==> config.mk <==
export PLATFORM = sky130hd
export DESIGN_NAME = mole_spawner
export DESIGN_NICKNAME = d
export VERILOG_FILES = /design/src/rtl/mole_spawner.sv
export SDC_FILE = /design/constraint.sdc
export NUM_CORES = 1
export LEC_CHECK = 0
export CAP_MARGIN = 20
export CORE_ASPECT_RATIO = 0.7
export CORE_UTILIZATION = 48
export CTS_CLUSTER_SIZE = 28
export DETAILED_ROUTE_END_ITERATION = 10
export PLACE_DENSITY_LB_ADDON = 0.25
export SYNTH_ARGS = -nofsm -noshare
export SYNTH_HDL_FRONTEND = slang
export SYNTH_SLANG_ARGS = --single-unit
export TNS_END_PERCENT = 1
==> constraint.sdc <==
create_clock -name Clk -period 2.9 [get_ports Clk]
set_clock_uncertainty 0.15 [all_clocks]
set_input_delay 0.435 -clock Clk [delete_from_list [all_inputs] [get_ports Clk]]
set_output_delay 0.435 -clock Clk [all_outputs]
set_load 0.05 [all_outputs]
==> src/rtl/mole_spawner.sv <==
// rtl/mole_spawner.sv - mole position/timing generator for the whack-a-mole game FSM
module mole_spawner #(
    parameter int          TICK_DIV  = 100000,
    parameter int          GAP_MS    = 250,
    parameter int          EASY_MS   = 3000,
    parameter int          MED_MS    = 2000,
    parameter int          HARD_MS   = 1000,
    parameter logic [15:0] LFSR_SEED = 16'hACE1
) (
    input  logic       Clk,
    input  logic       Reset,
    input  logic       start,
    input  logic       stop,
    input  logic [1:0] difficulty,
    input  logic       hit,
    output logic       mole_valid,
    output logic [3:0] mole_pos,
    output logic [8:0] mole_onehot,
    output logic       spawn_pulse,
    output logic       expire_pulse,
    output logic [6:0] miss_count,
    output logic       busy
);

    localparam logic [31:0] GAP_CYC  = 32'(GAP_MS * TICK_DIV);
    localparam logic [31:0] EASY_CYC = 32'(EASY_MS * TICK_DIV);
    localparam logic [31:0] MED_CYC  = 32'(MED_MS * TICK_DIV);
    localparam logic [31:0] HARD_CYC = 32'(HARD_MS * TICK_DIV);

    typedef enum logic [1:0] {S_IDLE, S_GAP, S_UP} state_t;

    state_t      state;
    logic [31:0] timer;
    logic [1:0]  diff_q;
    logic [15:0] lfsr;
    logic [15:0] lfsr_next;
    logic [3:0]  prev_pos;
    logic [31:0] life;
    logic [3:0]  raw_pos;
    logic [3:0]  next_pos;

    // Galois form of x^16+x^14+x^13+x^11+1, shifting right
    assign lfsr_next = {1'b0, lfsr[15:1]} ^ ({16{lfsr[0]}} & 16'hB400);

    always_comb begin
        case (diff_q)
            2'b00:   life = EASY_CYC;
            2'b01:   life = MED_CYC;
            default: life = HARD_CYC;
        endcase
    end

    // Fold 9..15 back into 0..6, then step past the previous hole
    always_comb begin
        raw_pos = lfsr[3:0];
        if (raw_pos > 4'd8)
            raw_pos = raw_pos - 4'd9;
        next_pos = raw_pos;
        if (raw_pos == prev_pos)
            next_pos = (raw_pos == 4'd8) ? 4'd0 : raw_pos + 4'd1;
    end

    always_ff @(posedge Clk) begin
        if (Reset) begin
            state        <= S_IDLE;
            timer        <= 32'd0;
            diff_q       <= 2'b00;
            lfsr         <= LFSR_SEED;
            prev_pos     <= 4'hF;
            mole_valid   <= 1'b0;
            mole_pos     <= 4'd0;
            spawn_pulse  <= 1'b0;
            expire_pulse <= 1'b0;
            miss_count   <= 7'd0;
        end else begin
            lfsr         <= lfsr_next;
            spawn_pulse  <= 1'b0;
            expire_pulse <= 1'b0;
            case (state)
                S_IDLE: begin
                    if (start && !stop) begin
                        diff_q     <= difficulty;
                        miss_count <= 7'd0;
                        prev_pos   <= 4'hF;
                        timer      <= GAP_CYC - 32'd1;
                        state      <= S_GAP;
                    end
                end
                S_GAP: begin
                    if (stop) begin
                        state <= S_IDLE;
                    end else if (timer == 32'd0) begin
                        mole_pos    <= next_pos;
                        prev_pos    <= next_pos;
                        mole_valid  <= 1'b1;
                        spawn_pulse <= 1'b1;
                        timer       <= life - 32'd1;
                        state       <= S_UP;
                    end else begin
                        timer <= timer - 32'd1;
                    end
                end
                S_UP: begin
                    if (stop) begin
                        mole_valid <= 1'b0;
                        state      <= S_IDLE;
                    end else if (hit) begin
                        mole_valid <= 1'b0;
                        timer      <= GAP_CYC - 32'd1;
                        state      <= S_GAP;
                    end else if (timer == 32'd0) begin
                        mole_valid   <= 1'b0;
                        expire_pulse <= 1'b1;
                        if (miss_count != 7'd127)
                            miss_count <= miss_count + 7'd1;
                        timer <= GAP_CYC - 32'd1;
                        state <= S_GAP;
                    end else begin
                        timer <= timer - 32'd1;
                    end
                end
                default: state <= S_IDLE;
            endcase
        end
    end

    assign busy        = (state != S_IDLE);
    assign mole_onehot = mole_valid ? (9'd1 << mole_pos) : 9'd0;

endmodule

== Word-level counts from Yosys, hierarchy flattened ==
Cells that the tools add are included.

* Add/subtract/negate cells: 5
* Multipliers: 0
* Divide/modulo/power cells: 0
* $lt $le $gt $ge: 1
* Equality and inequality tests: 15
* Shifts and indexed selects: 1
* Mux-type cells: 36
* Bitwise logic cells: 4
* Reduce and logical (&&, ||, !) cells: 19

{| class="wikitable"
|+ Operator list
! kind !! count
|-
| 2-to-1 mux 32 bit || 6
|-
| one-hot mux 32 bit (3 select lines) || 1
|-
| subtractor 32 x 1 -> 32 bit, second input constant || 2
|-
| one-hot mux 29 bit (2 select lines) || 1
|-
| 2-to-1 mux 7 bit || 5
|-
| zero test 32 bit || 1
|-
| 2-to-1 mux 4 bit || 6
|-
| bitwise XOR 15 x 16 -> 16 bit || 1
|-
| inequality test 2 bit, second input constant || 7
|-
| one-hot mux 7 bit (2 select lines) || 1
|-
| 2-to-1 mux 2 bit || 6
|-
| AND reduction 4 bit || 3
|-
| 2-to-1 mux 9 bit || 1
|-
| left shift 1 x 4 -> 9 bit, first input constant || 1
|-
| one-hot mux 4 bit (2 select lines) || 1
|-
| nonzero test 2 bit || 4
|-
| adder 7 x 1 -> 7 bit, second input constant || 1
|-
| inequality test 7 bit, second input constant || 1
|-
| 2-to-1 mux 1 bit || 6
|-
| one-hot mux 2 bit (3 select lines) || 1
|-
| AND reduction 3 bit || 2
|-
| AND reduction 6 bit || 1
|-
| adder 4 x 1 -> 4 bit, second input constant || 1
|-
| == test 2 x 1 -> 1 bit, second input constant || 2
|-
| other kinds (16) || 19
|}

* Register bits after elaboration: 70
* Latch bits: 0
* Bits in writable memories: 0
* Bits in read-only memories: 0
* Output and inout port bits: 24
* Word-level logic and storage cells: 91
* Memories kept: 0

== Depth between registers and ports, before layout ==
Gate-level depths: netlist of the first run.

* Word-level depth: 8
* Mapped depth: 12

== Worst setup path before layout of the first run ==
No wires, ideal clock.

* Path kind: register to output
* From: register mole_valid
* To: output port mole_onehot[8]
* Arrival time: 2224 ps
* Required time: 2315 ps
* Setup slack: 91 ps
* Stages on the path, launching flop included: 3
* Path buffers: 0
* Cells stage by stage: dfxtp_1 -> nand2_1 -> nor4_1

* Longest elaborated chain between the ends: 1

{| class="wikitable"
|+ RTL lines
! what !! line !! RTL
|-
| start, declared || 16 || <nowiki>output logic mole_valid,</nowiki>
|-
| start signal, assigned || 70 || <nowiki>mole_valid <= 1'b0;</nowiki>
|-
| start signal, assigned || 95 || <nowiki>mole_valid <= 1'b1;</nowiki>
|-
| start signal, assigned || 105 || <nowiki>mole_valid <= 1'b0;</nowiki>
|-
| 2-to-1 mux 9 bit || 128 || <nowiki>assign mole_onehot = mole_valid ? (9'd1 << mole_pos) : 9'd0;</nowiki>
|-
| end, declared || 18 || <nowiki>output logic [8:0] mole_onehot,</nowiki>
|}

Every way passes these cells.

== Final worst setup path of the first run ==
* From: register state[0]
* To: register timer[8]

* Longest elaborated chain between the ends: 3
* Elaborated cells on any way between the ends: 9

{| class="wikitable"
|+ RTL lines
! what !! line !! RTL
|-
| start, declared || 32 || <nowiki>state_t state;</nowiki>
|-
| start signal, assigned || 65 || <nowiki>state <= S_IDLE;</nowiki>
|-
| start signal, assigned || 86 || <nowiki>state <= S_GAP;</nowiki>
|-
| start signal, assigned || 91 || <nowiki>state <= S_IDLE;</nowiki>
|-
| == test 2 bit, or another cell as far along || 79 || <nowiki>case (state)</nowiki>
|-
| inequality test 2 bit (no line) or nonzero test 3 bit (tied branches) || -- ||
|-
| AND reduction 4 bit (no line) || -- ||
|-
| end signal, assigned || 85 || <nowiki>timer <= GAP_CYC - 32'd1;</nowiki>
|-
| end signal, assigned || 97 || <nowiki>timer <= life - 32'd1;</nowiki>
|-
| end signal, assigned || 100 || <nowiki>timer <= timer - 32'd1;</nowiki>
|-
| end, declared || 33 || <nowiki>logic [31:0] timer;</nowiki>
|}

Parallel ways exist; a longest one is shown, timed or not.
A chain may end at the register's enable or synchronous reset.

==> impl_summary.md, run 1 <==
Clocking
Clock tree synthesis selected as its root buffer the cell clkbuf_16. The count of buffers added by post-CTS timing repair for setup is 0. The tree built by TritonCTS fans out to 70 sinks. TritonCTS built the clock tree. Counting along the longest clock path gives a buffer depth of 2.

The clock latency at the later pin of the worst-skew pair is 0.34 ns. After clock tree synthesis, the clock-pin slew on the worst setup and hold paths is 0.06 ns. After clock tree synthesis, the repair step resized 0 gates. The total number of H-tree levels is 3. The number of clock buffers added by TritonCTS is 9. The cts-stage hold buffer count is 0.

Status
The flow ran to the end, and the final reports show no timing, DRC or antenna violations.

Routing
The average routed wire per standard cell is 16.8 um. In this run the remaining antenna-violating nets after routing total 0. The per-cell via count in the routed design is 6.04. In this run, the number of DRC markers left after iteration 0 of detailed routing was 294.

The routed design has 10900 um of wire. The first detailed-routing pass ran for 7 iterations. For this block, the via count after detailed routing is 3930.

In the routed design, unresolved DRC markers number 0.

Synth
The sequential-to-total area share from yosys stat is 35.3%. The per-instance average area after synthesis is 7.79 sq um. The portion of synthesized area spent on multiplexers is 1.77%. Yosys mapped the design onto 61 distinct sky130hd cell types.

The most used flip-flop cell after synthesis is dfxtp_1. Counting flops and latches in the post-synthesis netlist gives 70. The area fraction in and, or, nand and nor cells after synthesis is 30.9%.

The xor/xnor cell area share of the yosys netlist is 2.87%. By area, the combinational part of the netlist is dominated by simple AND/OR/NAND/NOR gates. The synthesized instance count is 509.

The number of synthesized flops with an enable pin is 0. The Yosys step of the flow raised 0 warnings. For this run, asynchronously set or reset flops after synthesis account for 0%. The cell area after synthesis is 3970 sq um. The synthesized netlist devotes 3.15% of its cell area to adder and majority cells.

The synthesized netlist devotes 21.3% of its cell area to compound gates. Synthesis produced a netlist with a net count of 526.

Finish
The post-route netlist has 11.8% of its cells at a drive strength greater than 1. The filler cells instantiated in the layout total 718. The final instance area is 4810 sq um. The growth of design area from synthesis to finish is 21.4%. The number of antenna diodes in the final layout is 0. The final core area utilization is 60.6%.

The most common cell after layout, fill and taps aside is dfxtp_1. The final layout contains 563 nets. The top cell types in the final layout, fill and taps aside, are 70 x dfxtp_1, 67 x nor2_1, 38 x a21oi_1, 33 x nand2_1, 29 x clkdlybuf4s50_1.

Worst hold path
The min-delay analysis places its worst path in the category flop to flop. The endpoint of the worst hold-timing path is lfsr[11]. The hold path startpoint is lfsr[12]. The cell depth of the worst hold path is 1.

Place
Routability-driven placement finished with a final weighted congestion of 0.877. The post-placement cell area is 4470 sq um. At the placement stage, the worst setup path has a slack of 0.146 ns. The detailed placement HPWL is 7800 um. During placement, the flow inserted port buffers numbering 30.

STA
The post-layout worst setup margin is 0.146 ns. At the pin with the least slew margin, the transition time is 0.585 ns. The final-layout setup total negative slack is 0 ns. Headroom to the max-slew limit came out at 60.9%. Setup violations remaining at the end of the flow were counted as 0.

The max-slew violation total from the final report is 0. The final critical path takes up 95.0% of the cycle. Counting I/O delays and the setup requirement, the final critical path takes 2.75 ns. The fmax is 363 MHz. The final count of hold timing violations was 0. Setup repair after global routing left no endpoint under its margin.

Flow run
The reported max-cap violation count is 0.

Critical path
Along the worst path, the maximum fanout reaches 14. The worst-case register-to-register setup slack is 0.15 ns. The required time at the worst-slack endpoint is 2.99 ns. The depth of the worst register-to-register path is 9. For this run, the slowest stage of the critical path takes 0.74 ns. The sort of element at the start of the critical path is a flop. In this run the critical register-to-register path is launched from state[0]. The worst setup path is captured at a flop. The critical path in this run is classified as flop to flop. The critical path goes through inv_1, ha_1, buf_4, nor2b_1, nor2_1, or4b_2, a211oi_1, o21ai_0, o31ai_1.

Data on the critical path arrives at its endpoint at 2.85 ns. Among all stages on the critical path, the largest delay is contributed by or4b_2. In this run the critical register-to-register path is captured at timer[8].

Global route
Entering global routing, the biggest net connects 44 pins. The first global-routing pass estimated 18300 um of wire. The leftover overflow at the end of global routing is 0. The initial antenna violation count is 0. The number of global-route vias before repair is 3671. The total global-route track usage is 26.6%.

Floorplanning
The number of placed I/O pins is 31. The die is 78.1 um tall. The number of rows in the core area is 27.

The overall die area is 8640 sq um. The die width is 111 um. The initial cell density of the core is 50.0%. The area of the core is 7940 sq um.

Pwr
The peak supply drop is 0.440 mV. The leakage dissipation is 0.00178 uW. The power per cell area is 635 nW/um^2. The total power after layout is 3060 uW.
==> logic make-up after synthesis <==
family                     count (synthesis)
and+or+nand+nor                          230
AOI/OAI and AO/OA                        131
DFF                                       70
buffers and inverters                     48
xor gates and xnor gates                  13
adders and majority gates                 10
muxes                                      7
==> metal layers <==
metal	wire length (um)	track usage (%)
met2	4700	40.2
met1	5300	36.0
met5	0	0
met4	97	7.73
met3	844	8.73
==> metrics by stage <==
stage,std cells,hold WS (ns)
2_1_floorplan,509,0.239
3_3_place_gp,636,0.241
3_5_place_dp,636,0.249
4_1_cts,651,0.262
5_1_grt,651,0.280
6_report,651,0.259
==> report_power, final <==
part,internal [uW],leakage (uW),switching [uW]
sequential,1030,0.000574,59.9
clock,834,0.000161,424
combinational,273,0.00105,438
total,2140,0.00178,922
==> worst max path at each step <==
| stage | from | endpoint | slack [ns] |
|---|---|---|---|
| final | state[0] | timer[8] | 0.15 |
| after global routing | timer[0] | miss_count[2] | 0.004 |
| after CTS | timer[0] | timer[14] | 0.13 |
| after detailed placement | hit | timer[8] | 0.15 |
| after global placement | hit | timer[8] | 0.20 |
| after floorplan | mole_valid | mole_onehot[8] | 0.09 |
==> area by class of cell <==
cell class	instances	area (sq um)	share of cell area, %
well taps	101	126	2.63
repair buffers	55	495	10.3
flip-flops and latches	70	1400	29.1
multi-input cells	391	2380	49.5
clock buffers	9	225	4.68
clock inverters	6	111	2.31
inverters	19	71.3	1.48
==> worst max-delay path, delay by kind of cell, from the launching register on <==
family                   cells  cell delay (ns)
buffers and inverters        2             0.31
adder cells (fa/ha/maj)      1             0.17
flip-flops                   1             0.36
AND/OR/NAND/NOR              3             1.15
AO/OA/AOI/OAI                3             0.51
==> Yosys cell counts, drive strengths merged, types with 2 or more instances <==
| cell | number | share of area [%] |
|---|---|---|
| nor3 | 29 | 3.9 |
| a21o | 4 | 0.76 |
| a311oi | 2 | 0.44 |
| a221oi | 2 | 0.44 |
| and4 | 4 | 0.88 |
| o211ai | 2 | 0.38 |
| a31oi | 6 | 0.95 |
| nor4b | 2 | 0.60 |
| o31a | 3 | 0.66 |
| clkbuf | 25 | 2.4 |
| o2bb2ai | 2 | 0.44 |
| mux2i | 7 | 1.8 |
| nand3b | 3 | 0.57 |
| nand2b | 8 | 1.3 |
| buf | 4 | 0.57 |
| nor2b | 8 | 1.3 |
| or2 | 9 | 1.4 |
| o21ai | 28 | 3.5 |
| and3b | 2 | 0.44 |
| ha | 10 | 3.2 |
| o21bai | 2 | 0.38 |
| nand2 | 33 | 3.1 |
| nor2 | 67 | 6.3 |
| o22ai | 5 | 0.79 |
| nand4 | 8 | 1.3 |
| a211oi | 16 | 3.0 |
| xor2 | 4 | 0.88 |
| or3b | 2 | 0.44 |
| or3 | 12 | 1.9 |
| or4 | 6 | 1.3 |
| or4b | 3 | 0.76 |
| o31ai | 4 | 0.76 |
| o21a | 7 | 1.3 |
| inv | 19 | 1.8 |
| dfxtp | 70 | 35 |
| xnor2 | 9 | 2.0 |
| nand4b | 2 | 0.44 |
| a21oi | 38 | 4.8 |
| nand3 | 17 | 2.1 |
| nor4 | 9 | 1.8 |
| and3 | 5 | 0.82 |
==> state kept, by name (all words and copies together) (netlist names) <==
name / count
state: 2
timer: 32
prev_pos: 4
miss_count: 7
mole_valid: 1
mole_pos: 4
diff_q: 2
lfsr: 16
spawn_pulse: 1
expire_pulse: 1
Note: power is estimated with default switching activity, not from simulation.
==> run 2, diff against run 1 <==
ABC_AREA = 1   (was default)
==> run 2 against run 1 <==
Non-clock buffer count fell by 17. Design area rose by 3.0%. Area after synthesis increased by 7.1%. Hold slack worse by 0.0048 ns. Sequential share of layout area shrank 0.84 points. Sequential cell count stayed put. Core utilization fell by 2.4 points. Wire length grew 6.5%. Synthesized cell count increased by 31%. Clock power decreased by 17%. Combinational power is 4.9% higher.
==> impl_summary.md, run 2 <==
Finish
From synthesis to final layout, the design area changed by 16.7%. The most common cell after layout, fill and taps aside is nand2_1. The number of antenna cells inserted is 0 (unchanged). The number of flip-flops under the largest register name is 32 (unchanged). The largest registers in the layout are timer: 32 flops, lfsr: 16 flops, miss_count: 7 flops. The total number of nets in the final design is 715 (+27%).

The top cell types in the final layout, fill and taps aside, are 162 x nand2_1, 86 x nor2_1, 80 x inv_1, 70 x dfxtp_1, 59 x nand3_1. The register bank with the most flops is timer. The fraction of final layout cells with drive strength greater than 1 was 7.56% (-4.3 points).

STA
Setup repair after global routing left no endpoint under its margin. The final count of hold timing violations is 0 (unchanged). The number of setup violations in the final report was 0 (unchanged). The transition time at the pin with the least slew margin came to 0.751 ns (+0.166 ns). The final-layout setup total negative slack is 0 ns (unchanged). The share of the clock period used by the worst path is 90.0% (-4.9 points).

The worst-case headroom to the max-slew limit is 49.9% (-11 points). The fmax is 383 MHz (+5.5%). The max-slew violation total from the final report is 0 (unchanged).

The final critical path time including I/O delays and setup came to 2.61 ns (-0.143 ns). The final hold slack was 0.254 ns (-0.00484 ns).

Synth
The total nets after synthesis was 682 (+30%). The synthesized instance count is 665 (+31%). The share of Yosys cell area claimed by the top area cell type is 33.0% (-2.4 points). The synthesized flop and latch total is 70 (unchanged). The number of synthesized flops with an enable pin came to 0 (unchanged).

The cell area after synthesis is 4250 sq um (+7.1%). The cell type contributing the most total cell area after synthesis is dfxtp_1. The post-synthesis cell type count is 39 (-36%). The sequential-to-total area share from yosys stat is 33.0% (-2.4 points).

Sorting the synthesized cells by area gives the leading types as dfxtp_1 33%, nand2_1 14%, nor2_1 7.6%, inv_1 7.1%, nand3_1 6.9%. The per-instance average area after synthesis was 6.39 sq um (-18%). nand2_1 is the most common cell in the netlist. In the synthesized netlist the dominant register cell turns out to be dfxtp_1. By count the netlist is led by 162 x nand2_1, 86 x nor2_1, 80 x inv_1.

The number of warnings printed during yosys synthesis is 0 (unchanged). The proportion of register bits with asynchronous set or reset after synthesis is 0% (unchanged).

Clocking
The clock latency at the later pin of the worst-skew pair is 0.34 ns (about the same). The count of buffers added by post-CTS timing repair for setup is 0 (unchanged). The clock net sink count is 70 (unchanged).

The number of instances resized during post-cts repair came to 0 (unchanged). The clock buffer count from CTS is 9 (unchanged). The post-CTS clock slew at the launch and capture registers of the worst setup and hold paths came to 0.05 ns (about the same). The cts-stage hold buffer count is 0 (unchanged).

The maximum buffer depth of the clock tree is 2 (unchanged). The cell at the root of the clock tree is clkbuf_16. The clock tree from TritonCTS is yes.

The total number of H-tree levels is 3 (unchanged).

Routing
The DRC violation count after routing is 0 (unchanged). The number of nets with antenna violations after detailed routing came to 0 (unchanged). The average routed wire per standard cell was 14.2 um (-16%). The per-cell via count in the routed design is 5.37 (-11%). The final wirelength is 11700 um (+6.5%). The number of DRC markers in iteration 0 was 413 (+40%).

The number of iterations in the first detailed-routing pass came to 7 (unchanged). The via count of the routed design is 4410 (+12%).

Critical path
STA classifies the critical path endpoint as a flop. The required time at the worst-slack endpoint is 3.03 ns (+0.04 ns). The critical path is of the flop to flop type. The cell that appears most often on the critical path is nand2_1. The launch instance of the worst register-to-register path is lfsr[0]. The maximum fanout encountered on the critical timing path is 8 (-6). The endpoint of the worst register-to-register path is prev_pos[3]. The critical path arrival is 2.74 ns (-0.11 ns).

The depth of the worst register-to-register path is 13 (+4). The timing startpoint of the critical path is lfsr[0]. Traced cell by cell, the critical path runs through clkinv_1, ha_1, a21oi_1, nand2_1, nand2_1, inv_1, ha_1, nand2_1, a21boi_0, nand2_1, nand3_1, nand2_1, nand2_1.

The largest incremental delay on the critical path came to 0.44 ns (-0.30 ns). The slowest cell on the critical path is dfxtp_1. The worst-case register-to-register setup slack is 0.29 ns (+0.14 ns). The worst setup path is launched from a flop.

Global route
The wire length of the first global-routing pass came to 19100 um (+4.4%). The total global-route track usage is 26.8% (+0.20 points). The number of global-route vias before repair is 4005 (+9.1%). The initial antenna violation count is 0 (unchanged). The pin count of the biggest net entering global routing was 49 (+11%).

The leftover overflow at the end of global routing was 0 (unchanged).

Flow run
The reported max-cap violation count is 0 (unchanged).

Floorplanning
The number of rows in the core area is 28 (+3.7%). The number of placed I/O pins was 31 (unchanged). The die width is 114 um (+3.4%). The area of the core was 8510 sq um (+7.2%). The floorplan die height is 80.7 um (+3.4%). The overall die area is 9240 sq um (+7.0%). The initial cell density of the core was 49.9% (about the same).

Worst hold path
The endpoint of the worst hold-timing path is lfsr[4]. The worst hold path belongs to the class flop to flop. The cell depth of the worst hold path was 2 (+1).

The worst hold path begins at lfsr[5].

Place
The detailed placement HPWL is 8450 um (+8.3%). The final estimated routing congestion in global placement was 0.962 (+9.7%). The number of input and output port buffers inserted is 30 (unchanged).

Pwr
The peak supply drop came to 0.288 mV (-35%). The leakage dissipation is 0.00223 uW (+25%). The power per cell area was 582 nW/um^2 (-8.4%).

Status
The run finished with clean final reports.
## run 2: per-layer routing
layer  track usage (%)  up-vias  wire [um]
li1                  -     2187          -
met5                 0        -          0
met4              9.09        0        173
met2              40.2      205       4920
met1              36.1     2002       5390
met3              8.60       16       1170
## run 2: power by group
group	leakage [uW]	switching (uW)	internal, uW
Combinational	0.00152	505	241
Clock	0.000138	409	638
Sequential	0.000574	64.8	1030
## run 2: area by class of cell
cell class | count | area [sq um]
Sequential cell | 70 | 1400
Fill cell | 817 | 3560
Tap cell | 120 | 150
Multi-Input combinational cell | 491 | 2440
Clock buffer | 13 | 270
Timing Repair Buffer | 38 | 355
Clock inverter | 1 | 5.00
Inverter | 88 | 330
## run 2: kinds of logic (layout without fill, tap and decap cells)
group	Yosys count	in the layout	synth area share, %
XOR/XNOR	23	23	4.74
flip-flops	70	70	33.0
AO/OA/AOI/OAI	103	103	12.9
AND/OR/NAND/NOR	355	355	37.0
buffers and inverters	104	140	9.48
adder cells (fa/ha/maj)	10	10	2.94
## run 2: how the worst max path moves through the flow
stage	endpoint	slack [ns]	cells past startpoint
2_1_floorplan	mole_onehot[4]	0.74	2
3_3_place_gp	prev_pos[2]	0.34	8
3_5_place_dp	miss_count[2]	0.31	8
4_1_cts	prev_pos[3]	0.32	13
5_1_grt	prev_pos[3]	0.05	13
6_report	prev_pos[3]	0.29	13
## run 2: metrics by stage
step	power (uW)	setup WS [ns]	util, %	instance area, sq um	std cells
final	2890	0.289	58.2	4960	821
after global routing	3030	0.0477	58.2	4960	821
after CTS	2880	0.322	58.2	4960	821
after detailed placement	1840	0.313	55.0	4680	807
after global placement	1820	0.343	55.0	4680	807
after floorplan	1660	0.741	-	4250	665
## run 2: critical path: cells and delay by family, from the launching register on
family | cells | cell delay (ns)
compound gates | 2 | 0.43
fa+ha+maj | 2 | 0.51
buf+inv | 2 | 0.32
flops | 1 | 0.44
simple gates | 7 | 0.69
==> run 3, diff against run 2 <==
ABC_CLOCK_PERIOD_IN_PS = 2900   (was default)
CORE_UTILIZATION = 50   (was 48)
==> run 3 against run 2 <==
Largest power group is now the clock network. Sequential power hardly changed. Sequential share of layout area is 0.30 points lower. Register-to-register slack better by 0.08 ns. Critical path type is now flop to output pin. The flow now finishes with violations (design-rule violations). Largest cell class unchanged.
==> impl_summary.md, run 3 (same netlist as run 2, synthesis figures left out) <==
STA
The transition time at the pin with the least slew margin is 0.772 ns (+0.0213 ns). The number of setup violations in the final report is 0 (unchanged). The worst-case headroom to the max-slew limit came to 48.5% (-1.4 points). Setup repair after global routing left no endpoint under its margin. The max-slew violation total from the final report is 0 (unchanged).

The final-layout setup total negative slack is 0 ns (unchanged). The share of the clock period used by the worst path was 89.2% (-0.81 points). The final critical path time including I/O delays and setup is 2.59 ns (-0.0234 ns). The fmax was 386 MHz (+0.90%).

The final count of hold timing violations is 0 (unchanged).

Clocking
The clock net sink count is 70 (unchanged). The cts-stage hold buffer count is 0 (unchanged). The clock buffer count from CTS is 9 (unchanged). The number of instances resized during post-cts repair is 0 (unchanged). The maximum buffer depth of the clock tree is 2 (unchanged). The clock tree from TritonCTS is yes. The tree is rooted in a clkbuf_16. The post-CTS clock slew at the launch and capture registers of the worst setup and hold paths is 0.06 ns (about the same). The count of buffers added by post-CTS timing repair for setup is 0 (unchanged). The clock latency at the later pin of the worst-skew pair is 0.34 ns (about the same).

The total number of H-tree levels is 3 (unchanged).

Finish
The library cell used most frequently in the layout, excluding fill and tap cells, is nand2_1. The register bank with the most flops is timer. The number of antenna cells inserted was 0 (unchanged). The number of flip-flops under the largest register name came to 32 (unchanged).

Leaving out fill and tap cells, the most frequent cells in the layout are 162 x nand2_1, 86 x nor2_1, 80 x inv_1, 70 x dfxtp_1, 59 x nand3_1. The growth of design area from synthesis to finish is 17.9%. The fraction of final layout cells with drive strength greater than 1 is 8.23% (+0.67 points). The largest registers in the layout are timer: 32 flops, lfsr: 16 flops, miss_count: 7 flops. The total number of nets in the final design is 717 (+0.28%).

Critical path
The critical path goes through inv_1, ha_1, inv_1, clkdlybuf4s50_1. Broken down by cell family, the worst path's largest delay share belongs to buffers and inverters. The required time at the worst-slack endpoint was 2.32 ns (-0.71 ns). The worst-case register-to-register setup slack is 0.37 ns (+0.08 ns). The largest incremental delay on the critical path was 0.80 ns (+0.36 ns). The slowest cell on the critical path is clkdlybuf4s50_1. The worst register-to-register path begins at state[1].

The depth of the worst register-to-register path is 12 (-1). The number of cells on the critical path is 4 (-9). The critical path arrival is 2.00 ns (-0.74 ns). The endpoint identified for the worst register-to-register timing path is timer[24]. The sort of element at the start of the critical path is a flop. The critical path in this run is classified as flop to output pin.

The cell repeated most along the worst path is inv_1. The buffers plus inverters on the worst setup path is 3 (+1). The kind of capture point of the worst setup path is an output pin.

The maximum fanout encountered on the critical timing path is 5 (-3).

Floorplanning
The floorplan die height was 79.1 um (-2.0%). The overall die area is 8880 sq um (-3.9%). The number of placed I/O pins is 31 (unchanged).

The area of the core is 8040 sq um (-5.6%). The die width was 112 um (-2.0%). The number of rows in the core area was 27 (-3.6%). The initial cell density of the core is 52.8% (+2.9 points).

Place
The final estimated routing congestion in global placement is 1.00 (+4.4%). The detailed placement HPWL is 8330 um (-1.4%). The number of input and output port buffers inserted is 30 (unchanged).

Worst hold path
The endpoint of the worst hold-timing path is lfsr[8]. The cell depth of the worst hold path is 2 (unchanged). In this run the worst hold path is classified as flop to flop. The hold path startpoint is lfsr[9].

Routing
The final wirelength is 11600 um (-0.91%). The number of DRC markers in iteration 0 is 451 (+9.2%). The number of iterations in the first detailed-routing pass is 8 (+1). The per-cell via count in the routed design came to 5.48 (+2.0%). The DRC violation count after routing is 4 (+4). The number of nets with antenna violations after detailed routing is 0 (unchanged).

The via count of the routed design is 4416 (+0.14%). The average routed wire per standard cell is 14.3 um (+0.93%).

Global route
The total global-route track usage is 27.2% (+0.46 points). The number of global-route vias before repair is 3958 (-1.2%). The wire length of the first global-routing pass was 19200 um (+0.22%). The pin count of the biggest net entering global routing was 49 (unchanged). The leftover overflow at the end of global routing is 0 (unchanged). The initial antenna violation count is 0 (unchanged).

Pwr
The leakage dissipation is 0.00227 uW (+1.7%). The peak supply drop is 0.305 mV (+5.8%). The power per cell area came to 620 nW/um^2 (+6.5%). The total power after layout is 3110 uW (+7.7%).

Flow run
The reported max-cap violation count is 0 (unchanged).

Status
The run finished, with violations left. The final reports fail on design-rule violations.
[run 3: routing by layer]
layer  vias to the layer above  part of all wire (%)  GRT usage, %
met3                        18                    11          7.18
li1                       2190                     -             -
met2                       218                    42          42.3
met4                         0                   1.3          7.33
met5                         -                     0             0
met1                      1990                    46          37.3
[run 3: how the worst max path moves through the flow]
stage	endpoint	startpoint
floorplan	mole_onehot[4]	mole_valid
global placement	timer[24]	stop
detailed placement	timer[24]	stop
CTS	busy	state[0]
global route	timer[17]	state[1]
finish	busy	state[0]
[run 3: report_power, final]
| part | internal (uW) | total, uW | switching [uW] | leakage (uW) |
|---|---|---|---|---|
| logic | 243 | 753 | 509 | 0.00153 |
| clock network | 835 | 1260 | 426 | 0.000165 |
| registers | 1030 | 1090 | 67.1 | 0.000574 |
| total | 2110 | 3110 | 1000 | 0.00227 |
[run 3: final cells by class]
class / instances / area, sq um
multi-input combinational: 491 / 2440
clock buffer: 9 / 225
clock inverter: 7 / 113
timing repair buffer: 40 / 370
inverter: 88 / 330
fill: 743 / 3030
sequential: 70 / 1400
tap: 101 / 126
[run 3: stage by stage]
step	hold WS, ns	setup WS [ns]	std cells	instance area, sq um	util, %
2_1_floorplan	0.238	0.741	665	4250	-
3_3_place_gp	0.242	0.249	790	4670	58.1
3_5_place_dp	0.244	0.195	790	4670	58.1
4_1_cts	0.254	0.305	806	5010	62.3
5_1_grt	0.270	0.202	806	5010	62.3
6_report	0.251	0.312	806	5010	62.3
[run 3: worst min-delay path, cell delays in order (launching register included)]
cell	delay [ns]
dfxtp_1	0.29
inv_1	0.04
nor2_1	0.03
